File: src/rtl/stopwatch_core.sv
// MM:SS stopwatch core: BCD minutes/seconds with run/hold toggle and adjust mode.
// Optional digit-blink request enabled by defining STOPWATCH_BLINK_EN.
module stopwatch_core (
    input  logic       clk_in,
    input  logic       rst,
    input  logic       clk_1,
    input  logic       clk_2,
    input  logic       clk_b,
    input  logic       pause,
    input  logic       adj,
    input  logic       sel,
    output logic [3:0] min_tens,
    output logic [3:0] min_ones,
    output logic [3:0] sec_tens,
    output logic [3:0] sec_ones,
    output logic       running,
    output logic [3:0] blank
);

    localparam int unsigned DW = 4;
    localparam int unsigned FW = 2 * DW;

    logic          clk_1_d, clk_2_d, pause_d;
    logic          tick1_c, tick2_c, pause_edge_c;
    logic          sec_max_c, inc_sec_c, inc_min_c;
    logic [FW-1:0] sec_nxt_c, min_nxt_c;

    // Two-digit BCD increment that wraps 59 -> 00.
    function automatic logic [FW-1:0] bcd59_inc(input logic [FW-1:0] v);
        logic [DW-1:0] tens, ones;
        tens = v[FW-1:DW];
        ones = v[DW-1:0];
        if (ones >= DW'(9)) begin
            ones = '0;
            tens = (tens >= DW'(5)) ? '0 : DW'(tens + DW'(1));
        end else begin
            ones = DW'(ones + DW'(1));
        end
        return {tens, ones};
    endfunction

    // Edge detection and increment decisions use the pre-toggle running value.
    always_comb begin
        tick1_c      = clk_1 & ~clk_1_d;
        tick2_c      = clk_2 & ~clk_2_d;
        pause_edge_c = pause & ~pause_d;
        sec_max_c    = ({sec_tens, sec_ones} == FW'(8'h59));
        inc_sec_c    = running & (adj ? (tick2_c & sel)  : tick1_c);
        inc_min_c    = running & (adj ? (tick2_c & ~sel) : (tick1_c & sec_max_c));
        sec_nxt_c    = bcd59_inc({sec_tens, sec_ones});
        min_nxt_c    = bcd59_inc({min_tens, min_ones});
    end

    always_ff @(posedge clk_in) begin
        if (rst) begin
            clk_1_d  <= 1'b0;
            clk_2_d  <= 1'b0;
            pause_d  <= 1'b0;
            running  <= 1'b1;
            min_tens <= '0;
            min_ones <= '0;
            sec_tens <= '0;
            sec_ones <= '0;
        end else begin
            clk_1_d <= clk_1;
            clk_2_d <= clk_2;
            pause_d <= pause;
            if (pause_edge_c) begin
                running <= ~running;
            end
            if (inc_sec_c) begin
                {sec_tens, sec_ones} <= sec_nxt_c;
            end
            if (inc_min_c) begin
                {min_tens, min_ones} <= min_nxt_c;
            end
        end
    end

`ifdef STOPWATCH_BLINK_EN
    // Blank the digits of the field being adjusted during the high phase of clk_b.
    always_ff @(posedge clk_in) begin
        if (rst) begin
            blank <= '0;
        end else if (adj && clk_b) begin
            blank <= sel ? 4'b0011 : 4'b1100;
        end else begin
            blank <= '0;
        end
    end
`else
    logic unused_clk_b;
    assign unused_clk_b = clk_b;
    assign blank        = '0;
`endif

endmodule

File: config.mk
export PLATFORM = sky130hd
export DESIGN_NAME = stopwatch_core
export DESIGN_NICKNAME = d
export VERILOG_FILES = /design/src/rtl/stopwatch_core.sv
export SDC_FILE = /design/constraint.sdc
export NUM_CORES = 1
export LEC_CHECK = 0
export CAP_MARGIN = 20
export CORE_MARGIN = 2
export CORE_UTILIZATION = 40
export CTS_CLUSTER_DIAMETER = 200
export DETAILED_ROUTE_END_ITERATION = 7
export PLACE_DENSITY = 0.72
export SYNTH_ARGS = -nofsm -noshare
export SYNTH_HDL_FRONTEND = slang
export SYNTH_SLANG_ARGS = --single-unit
File: constraint.sdc
create_clock -name clk_in -period 2.4 [get_ports clk_in]
set_input_delay 0.48 -clock clk_in [delete_from_list [all_inputs] [get_ports clk_in]]
set_output_delay 0.48 -clock clk_in [all_outputs]
set_load 0.1 [all_outputs]
==> impl_metrics.yaml <==
worst_hold_path:
  hold_depth: 2
  hold_path.class: "flop to flop"
synth:
  syn_area_per_cell_sq_um: 9.18
  synth-seq-cells: 20
  synth_top_area_cell: "dfxtp_1"
  synth_top_flop_cell: "dfxtp_1"
  ys_async_sr_fraction_pct: 0
  yosysUniqueCellTypes: 42
  synth_edf_count: 0
  yosys_warnings: 0
  synthesis.area_sq_um: 1150
  synth_cells: 125
  synth_area_leaders: "dfxtp_1, ha_1, o21ai_0"
  seq_area_frac_synth_pct: 34.9
  synth_top_area_share_pct: 34.9
run_status:
  status: "completed"
finish:
  syn2layout_area_growth_pct: 25.5
  nets: 176
  layout_common_cells: "buf_4, dfxtp_1, ha_1"
  diodes: 0
  mostFrequentLayoutCell: "buf_4"
  drive_above_1_share_pct: 24.5
global_routing:
  grt_pass1_vias: 920
  grt_antenna_before_repair: 0
  gr-usage-all-layers_pct: 15.2
  grt_max_degree: 14
  grt_pass1_wl_mm: 3.96
  gr-total-overflow: 0
critical_path:
  crit_slowest_cell: "or4_1"
  startpoint: "clk_2"
  critPathTopFamily: "simple AND/OR/NAND/NOR gates"
  required_ns: 2.63
  path_cells: "clkdlybuf4s50_1, or3b_4, a211o_4, or4_1, a21oi_1"
  critPathArrivalTime_ns: 2.38
  reg2reg_depth: 6
  start_kind: "input port"
  cp_max_fo: 9
  r2r_start: "min_ones[0]"
  cp.buffers_inverters: 1
  endpoint: "min_tens[3]"
  max_stage_delay_ns: 0.51
  path_class: "input port to flop"
  crit_cells: 5
  cp-end-kind: "flop"
  worst_r2r_endpoint: "min_tens[3]"
  r2r_slack_ns: 0.51
timing:
  fin_ws_ns: 0.249
  max-slew-margin-rel_pct: 62.0
  skew_ns: 0.00622
  fin_crit_sh_pct: 89.6
  drv_slew: 0
  worst_pin_slew_ns: 0.567
  hold_violations: 0
  min_period_ns: 2.15
  grt_setup_unrepaired: "no"
  setup_violations: 0
  fmax_ghz: 0.465
die:
  num_rows: 19
  fp.dieW_um: 57.6
  coreArea_sq_um: 2730
  die-area_sq_um: 3310
  initial_core_util_pct: 42.0
  die_y_um: 57.6
  ios: 29
clock_network:
  numCtsBuffers: 3
  clock_sinks: 20
  cts_tree: "built"
  cts.clk_slew.worst_paths_ns: 0.11
  cts_resized: 0
  worst_skew_pair.late_latency_ns: 0.30
  cts_setup_buffers: 0
  cts_hold_buf: 0
  h-tree-depth: 1
  clockBufferDepth: 2
  cts_root_buf: "clkbuf_4"
drt:
  drtIter0Drc: 28
  wl_met2_mm: 1.08
  antenna_left: 0
  viasPerCell: 5.27
  dr.pass1.iters: 4
  wl_mm: 2.33
  wl_met1_mm: 1.12
  dr_wl_met3_um: 107
  vias: 981
  wl_per_cell_um: 12.5
  drc: 0
  routed.top_layer: "met4"
placed_design:
  dp_slack_ns: -0.0461
  gp_congestion: 0.806
  dpl.hpwl_mm: 1.75
  io_buffers: 23
job:
  maxCapViolCount: 0
power_and_ir_drop:
  power_leakage_nw: 0.611
  p_total_mw: 0.754
  ir_drop_v: 0.000314
  powerDensity_nw_per_um2: 524
## cell type report
class | instances | area [sq um]
Tap cell | 31 | 38.8
Clock buffer | 4 | 36.3
Multi-Input combinational cell | 92 | 683
Timing Repair Buffer | 30 | 240
Sequential cell | 20 | 408
Fill cell | 267 | 1290
Inverter | 9 | 33.8
## power by group
part | internal, mW | leakage (nW) | switching, mW | total (mW)
Clock | 0.0925 | 0.0210 | 0.0978 | 0.190
Sequential | 0.345 | 0.166 | 0.0151 | 0.360
Combinational | 0.0577 | 0.424 | 0.146 | 0.203
Total | 0.496 | 0.611 | 0.259 | 0.754
## synthesized netlist by cell type (all sizes together) (3+ instances only)
library cell,number
o21ai,8
nand3b,3
nor2,5
or4,4
dfxtp,20
inv,9
ha,12
nand2b,5
nand3,4
nor2b,5
clkbuf,3
nand2,3
a21oi,7
buf,4
## sequential cells by signal, summed over array words and instances, names as in the netlist
name / cells
sec_ones: 4
pause_d: 1
sec_tens: 4
clk_2_d: 1
min_tens: 4
min_ones: 4
clk_1_d: 1
running: 1
## worst min-delay path, stage by stage (launching register included)
cell     delay (ns)
dfxtp_2        0.36
nand4_1        0.07
o21ai_0        0.06
## metal layers
metal	vias to the layer above	track usage [%]
li1	501	-
met1	455	20.0
met2	23	24.7
met3	2	2.95
met4	0	5.32
met5	-	0
## through the flow
step                hold WS [ns]  TNS, ns  utilization (%)  instances  cell area, sq um
detailed placement         0.510  -0.0945             51.4        182              1400
finish                     0.529        0             52.7        186              1440
CTS                        0.527        0             52.7        186              1440
global route               0.550        0             52.7        186              1440
global placement           0.499  -0.0213             51.4        182              1400
floorplan                  0.520        0                -        128              1170
## worst min path at each step
stage | startpoint | end | slack, ns
after floorplan | pause_d | running | 0.52
after global placement | min_tens[3] | min_tens[3] | 0.50
after detailed placement | min_ones[1] | min_ones[1] | 0.51
after CTS | min_ones[1] | min_ones[1] | 0.53
after global routing | min_ones[1] | min_ones[1] | 0.55
final | sec_tens[0] | sec_tens[3] | 0.53
## cells by family after synthesis
kind of cell               after synthesis  synth area share, %
DFF                                     20                 34.9
other                                    1                0.327
AOI/OAI and AO/OA                       32                 19.3
xor gates and xnor gates                 3                 2.29
and+or+nand+nor                         40                 22.7
buffers and inverters                   16                 6.54
muxes                                    1                0.872
adders and majority gates               12                 13.1
Power figures use the tool's default switching activity.
